$ cat config.mk
export PLATFORM = sky130hd
export DESIGN_NAME = booth_seq_multiplier
export DESIGN_NICKNAME = d
export VERILOG_FILES = /design/src/rtl/booth_seq_multiplier.sv
export SDC_FILE = /design/constraint.sdc
export NUM_CORES = 1
export LEC_CHECK = 0
export CAP_MARGIN = 15
export CELL_PAD_IN_SITES_DETAIL_PLACEMENT = 1
export CELL_PAD_IN_SITES_GLOBAL_PLACEMENT = 2
export CORE_ASPECT_RATIO = 2
export CORE_MARGIN = 3
export CORE_UTILIZATION = 31
export CTS_BUF_LIST = sky130_fd_sc_hd__clkbuf_16
export CTS_CLUSTER_SIZE = 28
export DETAILED_ROUTE_END_ITERATION = 16
export HOLD_SLACK_MARGIN = 0.06
export PLACE_DENSITY = 0.78
export SETUP_SLACK_MARGIN = 0.4
export SYNTH_ARGS = -nofsm -noshare
export SYNTH_HDL_FRONTEND = slang
export SYNTH_SLANG_ARGS = --single-unit
$ cat constraint.sdc
create_clock -name clk -period 2.92 [get_ports clk]
set_input_delay 0.876 -clock clk [delete_from_list [all_inputs] [get_ports clk]]
set_output_delay 0.876 -clock clk [all_outputs]
set_load 0.1 [all_outputs]
$ cat src/rtl/booth_seq_multiplier.sv
// booth_seq_multiplier: radix-2 Booth sequential signed multiplier with start/busy/done handshake
module booth_seq_multiplier #(
  parameter int WIDTH = 4
) (
  input  logic                 clk,
  input  logic                 rst,
  input  logic                 start,
  input  logic [WIDTH-1:0]     multiplicand,
  input  logic [WIDTH-1:0]     multiplier,
  output logic [2*WIDTH-1:0]   product,
  output logic                 busy,
  output logic                 done
);
  localparam int CW = $clog2(WIDTH + 1);
  typedef enum logic [1:0] {IDLE, ADD, SHIFT} state_t;
  state_t state;
  logic [WIDTH:0] a, m, a_sum, a_sh;
  logic [WIDTH-1:0] q, q_sh;
  logic qm1;
  logic [CW-1:0] count;
  // A carries a guard bit so that subtracting the most negative M cannot overflow
  always_comb begin
    a_sum = (q[0] && !qm1) ? a - m : (!q[0] && qm1) ? a + m : a;
    a_sh = {a[WIDTH], a[WIDTH:1]};
    q_sh = {a[0], q[WIDTH-1:1]};
  end
  assign busy = state != IDLE;
  always_ff @(posedge clk) begin
    if (rst) begin
      state <= IDLE;
      a <= '0;
      m <= '0;
      q <= '0;
      qm1 <= 1'b0;
      count <= '0;
      product <= '0;
      done <= 1'b0;
    end else begin
      done <= 1'b0;
      case (state)
        IDLE: if (start) begin
          a <= '0;
          m <= {multiplicand[WIDTH-1], multiplicand};
          q <= multiplier;
          qm1 <= 1'b0;
          count <= CW'(WIDTH);
          state <= ADD;
        end
        ADD: begin
          a <= a_sum;
          state <= SHIFT;
        end
        SHIFT: begin
          a <= a_sh;
          q <= q_sh;
          qm1 <= q[0];
          count <= count - 1'b1;
          if (count == CW'(1)) begin
            product <= {a_sh[WIDTH-1:0], q_sh};
            done <= 1'b1;
            state <= IDLE;
          end else begin
            state <= ADD;
          end
        end
        default: state <= IDLE;
      endcase
    end
  end
endmodule

# Word level (Yosys, flattened, before mapping)
# Index checks and enable logic that the tools add are counted.
[word_totals] regBits=28 wordCells=47 inputBits=11
[classes] reduce_logical=15 add_sub_neg=3 n_mux=14 n_eq_ne=5 bitwise_logic=1
[op_table] op="two-way mux 5 bit" n=3
[op_table] op="case mux 5 bit (3 select lines)" n=1
[op_table] op="case mux 4 bit (2 select lines)" n=1
[op_table] op="case mux 2 bit (3 select lines)" n=1
[op_table] op="case mux 3 bit (2 select lines)" n=1
[op_table] op="AND reduction 2 bit" n=3
[op_table] op="nonzero test 2 bit" n=3
[op_table] op="adder 5 bit" n=1
[op_table] op="subtractor 5 bit" n=1
[op_table] op="two-way mux 4 bit" n=1
[op_table] op="AND reduction 4 bit" n=1
[op_table] op="== test 3 x 1 -> 1 bit (second input constant)" n=1
[op_table] op="two-way mux 1 bit" n=3
[op_table] op="two-way mux 3 bit" n=1
[op_table] op="!= test 3 bit (second input constant)" n=1
[op_table] op="AND reduction 3 bit" n=1
[op_table] op="nonzero test 3 bit" n=1
[op_table] op="subtractor 3 x 1 -> 3 bit (second input constant)" n=1
[op_table] op="== test 2 x 1 -> 1 bit (second input constant)" n=1
[op_table] op="== test 2 bit (second input constant)" n=1
[op_table] op="logical AND 1 bit" n=2
[op_table] op="logical NOT 1 bit" n=2
[op_table] op="logical NOT 2 bit" n=1
[op_table] op="two-way mux 2 bit" n=1
[op_table] op="4 further kinds" n=4

# Logic depth before layout (Yosys ltp)
# Gate-level depths: netlist of the first run.
[logic_depth] word_depth=5 mapped_depth=10 depth_no_buf=10

# Worst setup path before layout of the first run
# No wires, ideal clock.
[synth_timing] kind="register -> register" start="reg m[0]" end="reg a[4]" required_time_ps=2846 t_arrival_ps=2114 slack_ps=732 stages_incl_launch_ff=10 path_buffers=0 synth_period_minus_slack_ps=2188 cell_sequence="dfxtp_1 > inv_1 > ha_1 > mux2i_1 > fa_1 > a21o_1 > a21oi_1 > xnor2_1 > or4_1 > a31oi_1"
[synth_between] elab_chain_cells=4 word_cells_on_any_way=5
[synth_rtl] element="start, declared" line="17" source="logic [WIDTH:0] a, m, a_sum, a_sh;"
[synth_rtl] element="start signal, assigned" line="43" source="m <= {multiplicand[WIDTH-1], multiplicand};"
[synth_rtl] element="adder 5 bit" line="23" source="a_sum = (q[0] && !qm1) ? a - m : (!q[0] && qm1) ? a + m : a;"
[synth_rtl] element="two-way mux 5 bit" line="23"
[synth_rtl] element="two-way mux 5 bit *" line="23"
[synth_rtl] element="case mux 5 bit (3 select lines) *" line="40" source="case (state)"
[synth_rtl] element="end signal, assigned" line="50" source="a <= a_sum;"
[synth_rtl] element="end signal, assigned" line="54" source="a <= a_sh;"
[synth_rtl] element="end, declared" line="17"
# Mark *: on every way between the ends. The rest lies on a longest branch, timed or not. The select of a mux whose other input is x is not followed.
# A chain may end at the register's enable or synchronous reset.

# Worst setup path after layout of the first run
[layout_timing] start="reg state[0]" end="out busy"
[layout_between] elab_chain_cells=1
[layout_rtl] element="start, declared" line="16" source="state_t state;"
[layout_rtl] element="start signal, assigned" line="30" source="state <= IDLE;"
[layout_rtl] element="start signal, assigned" line="47" source="state <= ADD;"
[layout_rtl] element="start signal, assigned" line="51" source="state <= SHIFT;"
[layout_rtl] element="nonzero test 2 bit" line="27" source="assign busy = state != IDLE;"
[layout_rtl] element="end, declared" line="11" source="output logic busy,"
# Every way passes these cells.

==> metrics.txt, run 1 <==
Core Rows=35; worst-case clock buffer depth=2; crit path launch type=flip-flop; Max Cap Viol=0; post-synthesis mux area share=3.37%; CP Class=reg2out; register area share after synthesis=between 30% and 40%; slew of the pin with the lowest slew margin=627 ps; asr flop ratio synth=0%; Cell Area, Synth=0.00149 mm²; number of diodes=0; Power, Total=1.08 mW; DRC errors left=0; fin nets=230; dominant cell type by area after synthesis=dfxtp_1; Max IR drop VDD=approximately 0.35 mV; Setup-failing EPs final=0; fmax=424 MHz; antenna viol nets, final=0; Hold Startpoint=product[4]$_SDFFE_PP0P_; Clock Pin Slew Worst Setup and Hold Paths=70 ps; core area=between 0.004 and 0.005 mm²; global-route wire length before repair=roughly 6800 µm; Arrival @ worst endpoint=1480 ps; Slew headroom=between 50 and 60%; hold path cells=2; routed vias=1376; Fin Clk Skew=approximately 4.4 ps; reg2reg end=a[4]$_SDFFE_PP0P_; largest family of logic cells by synthesized area=simple AND/OR/NAND/NOR gates; post-cts resize count=0; latest clock arrival within the worst-skew pair=260 ps; r2r setup slk=620 ps; top cell type's share of synthesized area=a little under two fifths; RSZ-0062 raised after global routing=yes; Fin Setup TNS=0 ps; GRT overflow=0; adder-cell share of the synthesized area=11.4%; PwrDens=589 mW/mm²; Die ar.=between 0.005 and 0.006 mm²; cells along the critical path=inv_1 -> ha_1 -> clkinv_4 -> buf_4; Die Ht=a little over 100 µm; CP max-delay cell=dfxtp_1; complex-gate fraction of the synthesized area=16.6%; Unique masters post-synth=34; Layout Cells excl Fill=260; hold buffers post-CTS=0; Post-synth EDFFs=0; Worst setup EP type=output port; # H-tree levels=1; Reg2Reg Depth=9; vias in the first global route=~1500; initial antenna violation count=0; Synth Area in Simple Gates=22.1%; flops & latches, synth=28; Cell Area, Placed=~0.0017 mm²; total clock sinks=28; Placed Cells=between 200 and 300; final hold vios=0; Tmin final=approximately 2400 ps; Layout Cell Area excl Fill=0.00183 mm²; syn nets=209; num ports=21; Starting Density=32.3%; Pleak=0.694 nW; largest net degree at the start of global routing=29; most instantiated cells after synthesis=28 x dfxtp_1, 27 x nand2_1, 21 x a21oi_1; area delta synth->final=23.3%; WL final=3910 µm; fin. max-slew vios=0; cts bufs inserted=3; TritonCTS clock tree=yes; crit-path max cell delay=390 ps; top-count cell post-synth=dfxtp_1; syn avg cell area=8.03 µm²; number of post-CTS setup repair buffers=0; vias per cell=5.29; drt first pass iters=4; crit share post-route=80.8%; Critical Path RT=roughly 2000 ps; Total GRT Usage=15.6%; status=complete, no violations; WHS Endpoint=product[4]$_SDFFE_PP0P_; commonest register cell after synthesis=dfxtp_1; global placement routability congestion=0.762; XOR/XNOR Fraction of Synth Area=under 10%; Layout Utilization=39.9%; PortBufs=20; share of layout cells above drive strength 1=around 11%; CTS Root Buffer Type=clkbuf_16; Worst Hold Class=reg2reg; Die X=approximately 55 µm; Yosys Warn Count=0; Reg-to-Reg Start=m[1]$_SDFFE_PP0P_; initial DRC count=25; Gate Count Post-Synth=185; CP max FO=10; WL/cell=roughly 15 µm; top cells by area, synth=dfxtp_1 38%, ha_1 10%, a21oi_1 7.1%; detailed-placement wirelength estimate=3070 µm
## placed cells by master (no fill, tap or decap), drive strengths merged, types with 3 or more instances in the layout
cell type      netlist  layout
a211oi               8       8
inv                 11      11
o21ai                6       6
a21oi               21      21
nor2                18      18
xnor2                4       4
ha                  12      12
nand3               16      16
dfxtp               28      28
clkbuf               5       3
buf                  4      15
nor3                 3       3
nand2               27      27
clkdlybuf4s50        0      10
nor2b                3       3
mux2i                5       5
## per-layer routing
| metal | vias up | wire [µm] | track usage, % |
|---|---|---|---|
| met1 | 674 | 1430 | 15.2 |
| met5 | - | 0 | 0 |
| met2 | 20 | 2290 | 30.3 |
| met3 | 6 | 107 | 1.72 |
| met4 | 0 | 87 | 5.74 |
| li1 | 676 | - | - |
## layout make-up
type | count | area (µm²)
Clock inverter | 1 | 30.0
Clock buffer | 3 | 75.1
Tap cell | 55 | 68.8
Fill cell | 578 | 2770
Multi-Input combinational cell | 136 | 836
Timing Repair Buffer | 25 | 213
Inverter | 12 | 50.0
Sequential cell | 28 | 561
## worst max-delay path by stage
stage	start	endpoint	cells after the start
final	state[0]$_SDFFE_PP0N_	busy	4
after global routing	qm1$_SDFFE_PP0P_	a[4]$_SDFFE_PP0P_	10
after CTS	qm1$_SDFFE_PP0P_	a[4]$_SDFFE_PP0P_	9
after detailed placement	start	a[4]$_SDFFE_PP0P_	5
after global placement	start	a[4]$_SDFFE_PP0P_	5
after floorplan	m[0]$_SDFFE_PP0P_	a[4]$_SDFFE_PP0P_	9
## flip-flops by register name, summed over array words and instances, names as in the netlist
| name | count |
|---|---|
| qm1 | 1 |
| m | 4 |
| state | 2 |
| done | 1 |
| count | 3 |
| product | 8 |
| a | 5 |
| q | 4 |
## per-stage QoR
stage	hold slack, ps	worst slack (ps)
4_1_cts	465	523
3_5_place_dp	455	392
5_1_grt	496	391
6_report	462	561
3_3_place_gp	446	398
2_1_floorplan	454	732
## worst max-delay path: cells and delay by family (launching register included)
kind,cells,cell delay (ps)
flops,1,390
fa+ha+maj,1,350
buf+inv,3,480
## kinds of logic after synthesis
family | Yosys count
AND/OR/NAND/NOR | 73
AO/OA/AOI/OAI | 41
flip-flops | 28
buffers and inverters | 21
adder cells (fa/ha/maj) | 13
multiplexers | 5
XOR/XNOR | 4
## power breakdown
group,internal (mW),switching [mW],total [mW]
clock network,0.273,0.135,0.408
logic,0.104,0.145,0.249
registers,0.402,0.0198,0.421
Note: power is estimated with default switching activity, not from simulation.
==> inputs of run 2 (changes only) <==
Clock period 2.92 ns to 2.4 ns, I/O delays scaled along.
==> metrics.txt, run 2 (same netlist as run 1, synthesis figures left out) <==
PortBufs=20 (unchanged); Reg power frac=36.6% (-2.5 points); status=complete, no violations; Worst setup EP type=flip-flop; Top Family by Delay on Critical Path=adder cells; WHS Endpoint=product[3]$_SDFFE_PP0P_; cts bufs inserted=3 (unchanged); hold path cells=2 (unchanged); crit path launch type=flip-flop; Worst Hold Class=reg2reg; PwrDens=704 mW/mm² (+20%); WL/cell=15.4 µm (+2.2%); fin. max-slew vios=0 (unchanged); Clk pwr share=35.6% (-2.2 points); Core Rows=35 (unchanged); CP max FO=3 (-7); TritonCTS clock tree=yes; Die Ht=104 µm (unchanged); combinational share of power=27.7% (+4.6 points); fmax=around 470 MHz; area delta synth->final=34.0%; Reg2Reg Depth=9 (unchanged); final hold vios=0 (unchanged); Arrival @ worst endpoint=2330 ps (+850 ps); RSZ-0062 raised after global routing=yes; Reg-to-Reg Start=m[0]$_SDFFE_PP0P_; number of diodes=0 (unchanged); vias in the first global route=1470 (-3.6%); Tmin final=2140 ps; Max IR drop VDD=0.347 mV (-1.8%); Biggest register=product; Pleak=0.758 nW (+9.2%); Die ar.=0.00571 mm² (unchanged); total clock sinks=28 (unchanged); share of layout cells above drive strength 1=22.3% (+11 points); num ports=21 (unchanged); Total GRT Usage=16.1% (+0.45 points); Layout Cells excl Fill=270 (+3.8%); slew of the pin with the lowest slew margin=369 ps (-259 ps); largest net degree at the start of global routing=29 (unchanged); Buf+Inv Stages, Crit Path=1 (-2); CTS Root Buffer Type=clkbuf_16; drt first pass iters=4 (unchanged); detailed-placement wirelength estimate=3160 µm (+3.0%); routed vias=1386 (+0.73%); latest clock arrival within the worst-skew pair=260 ps (about the same); most frequent cells in the layout=25 x nand2_1, 24 x dfxtp_1, 24 x buf_4; Internal Power=1.01 mW (+29%); fin nets=240 (+4.3%); global-route wire length before repair=6860 µm (+1.4%); reg2reg end=a[4]$_SDFFE_PP0P_; r2r setup slk=260 ps (-360 ps); Switching Share=28.3% (+0.45 points); Power, Total=1.40 mW (+30%); Max Cap Viol=0 (unchanged); DR top layer=met4; crit-path max cell delay=400 ps (about the same); Hold Startpoint=product[3]$_SDFFE_PP0P_; initial antenna violation count=0 (unchanged); Setup-failing EPs final=0 (unchanged); wire length on met1=1420 µm (-0.42%); max FFs per register=8 (unchanged); WL final=4160 µm (+6.2%); vias per cell=5.13 (-3.0%); hold buffers post-CTS=0 (unchanged); WP depth=9 (+5); Die X=55.0 µm (unchanged); Slew headroom=75.4% (+17 points); DRC errors left=0 (unchanged); Critical Path RT=2590 ps (+550 ps); most common cell after layout, fill and taps aside=nand2_1; CP Class=reg2reg; worst-case clock buffer depth=2 (unchanged); Placed Cells=257 (+0.39%); metal3 WL=117 µm (+9.3%); Fin Clk Skew=1.87 ps (-2.49 ps); global placement routability congestion=0.696 (-8.7%); Largest regs=product (8), a (5); Starting Density=32.3% (unchanged); P_sw=0.396 mW (+32%); routed wl met2=2590 µm (+13%); GRT overflow=0 (unchanged); Fin Setup TNS=0 ps (unchanged); # H-tree levels=1 (unchanged); core area=0.00460 mm² (unchanged); initial DRC count=6 (-76%); CP max-delay cell=or4_1; antenna viol nets, final=0 (unchanged); hold slack=461 ps (-1.09 ps); cells along the critical path=inv_2 -> ha_1 -> mux2i_2 -> fa_2 -> a21o_1 -> a21oi_2 -> xnor2_1 -> or4_1 -> a31oi_1; Clock Pin Slew Worst Setup and Hold Paths=70 ps (about the same); crit share post-route=between 80 and 90%
[run 2: what timing repair did]
item	in CTS	in global routing
setup endpoints to repair	5	10
gates resized for setup	11	7
pin swaps	5	3
cloned	0	0
setup buffers	6	3
[run 2: per-stage QoR]
stage | cell area (µm²) | util, % | setup slack [ps]
floorplan | 1510 | - | 383
global placement | 1760 | 38.3 | 70.6
detailed placement | 1760 | 38.3 | 56.7
CTS | 1940 | 42.3 | 274
global route | 1990 | 43.3 | 173
finish | 1990 | 43.3 | 265
[run 2: tightest hold or removal path, delay by kind of cell (launching register included)]
family,cells,cell delay (ps)
flip-flops,1,310
AND/OR/NAND/NOR,1,50
AO/OA/AOI/OAI,1,50
[run 2: final cells by class]
class / count / area (µm²)
clock buffers: 3 / 75.1
clock inverters: 1 / 30.0
fillers: 568 / 2610
inverters: 12 / 57.6
multi-input cells: 136 / 895
flip-flops and latches: 28 / 566
well taps: 55 / 68.8
repair buffers: 35 / 300
[run 2: power groups by stage]
| stage | combinational (mW) | sequential, mW | clock [mW] |
|---|---|---|---|
| 3_5_place_dp | 0.329 | 0.524 | 0 |
| 5_1_grt | 0.428 | 0.518 | 0.534 |
| 3_3_place_gp | 0.314 | 0.522 | 0 |
| 2_1_floorplan | 0.235 | 0.517 | 0 |
| 6_report | 0.389 | 0.514 | 0.500 |
| 4_1_cts | 0.370 | 0.514 | 0.513 |
[run 2: worst max-delay path by stage]
stage	startpoint	endpoint
CTS	qm1$_SDFFE_PP0P_	a[4]$_SDFFE_PP0P_
floorplan	m[0]$_SDFFE_PP0P_	a[4]$_SDFFE_PP0P_
global route	qm1$_SDFFE_PP0P_	a[4]$_SDFFE_PP0P_
finish	m[0]$_SDFFE_PP0P_	a[4]$_SDFFE_PP0P_
detailed placement	start	a[4]$_SDFFE_PP0P_
global placement	start	a[4]$_SDFFE_PP0P_
[run 2: metal layers]
metal	vias to the layer above	track usage, %
li1	691	-
met1	673	15.7
met2	20	31.6
met3	2	2.01
met4	0	4.70
met5	-	0
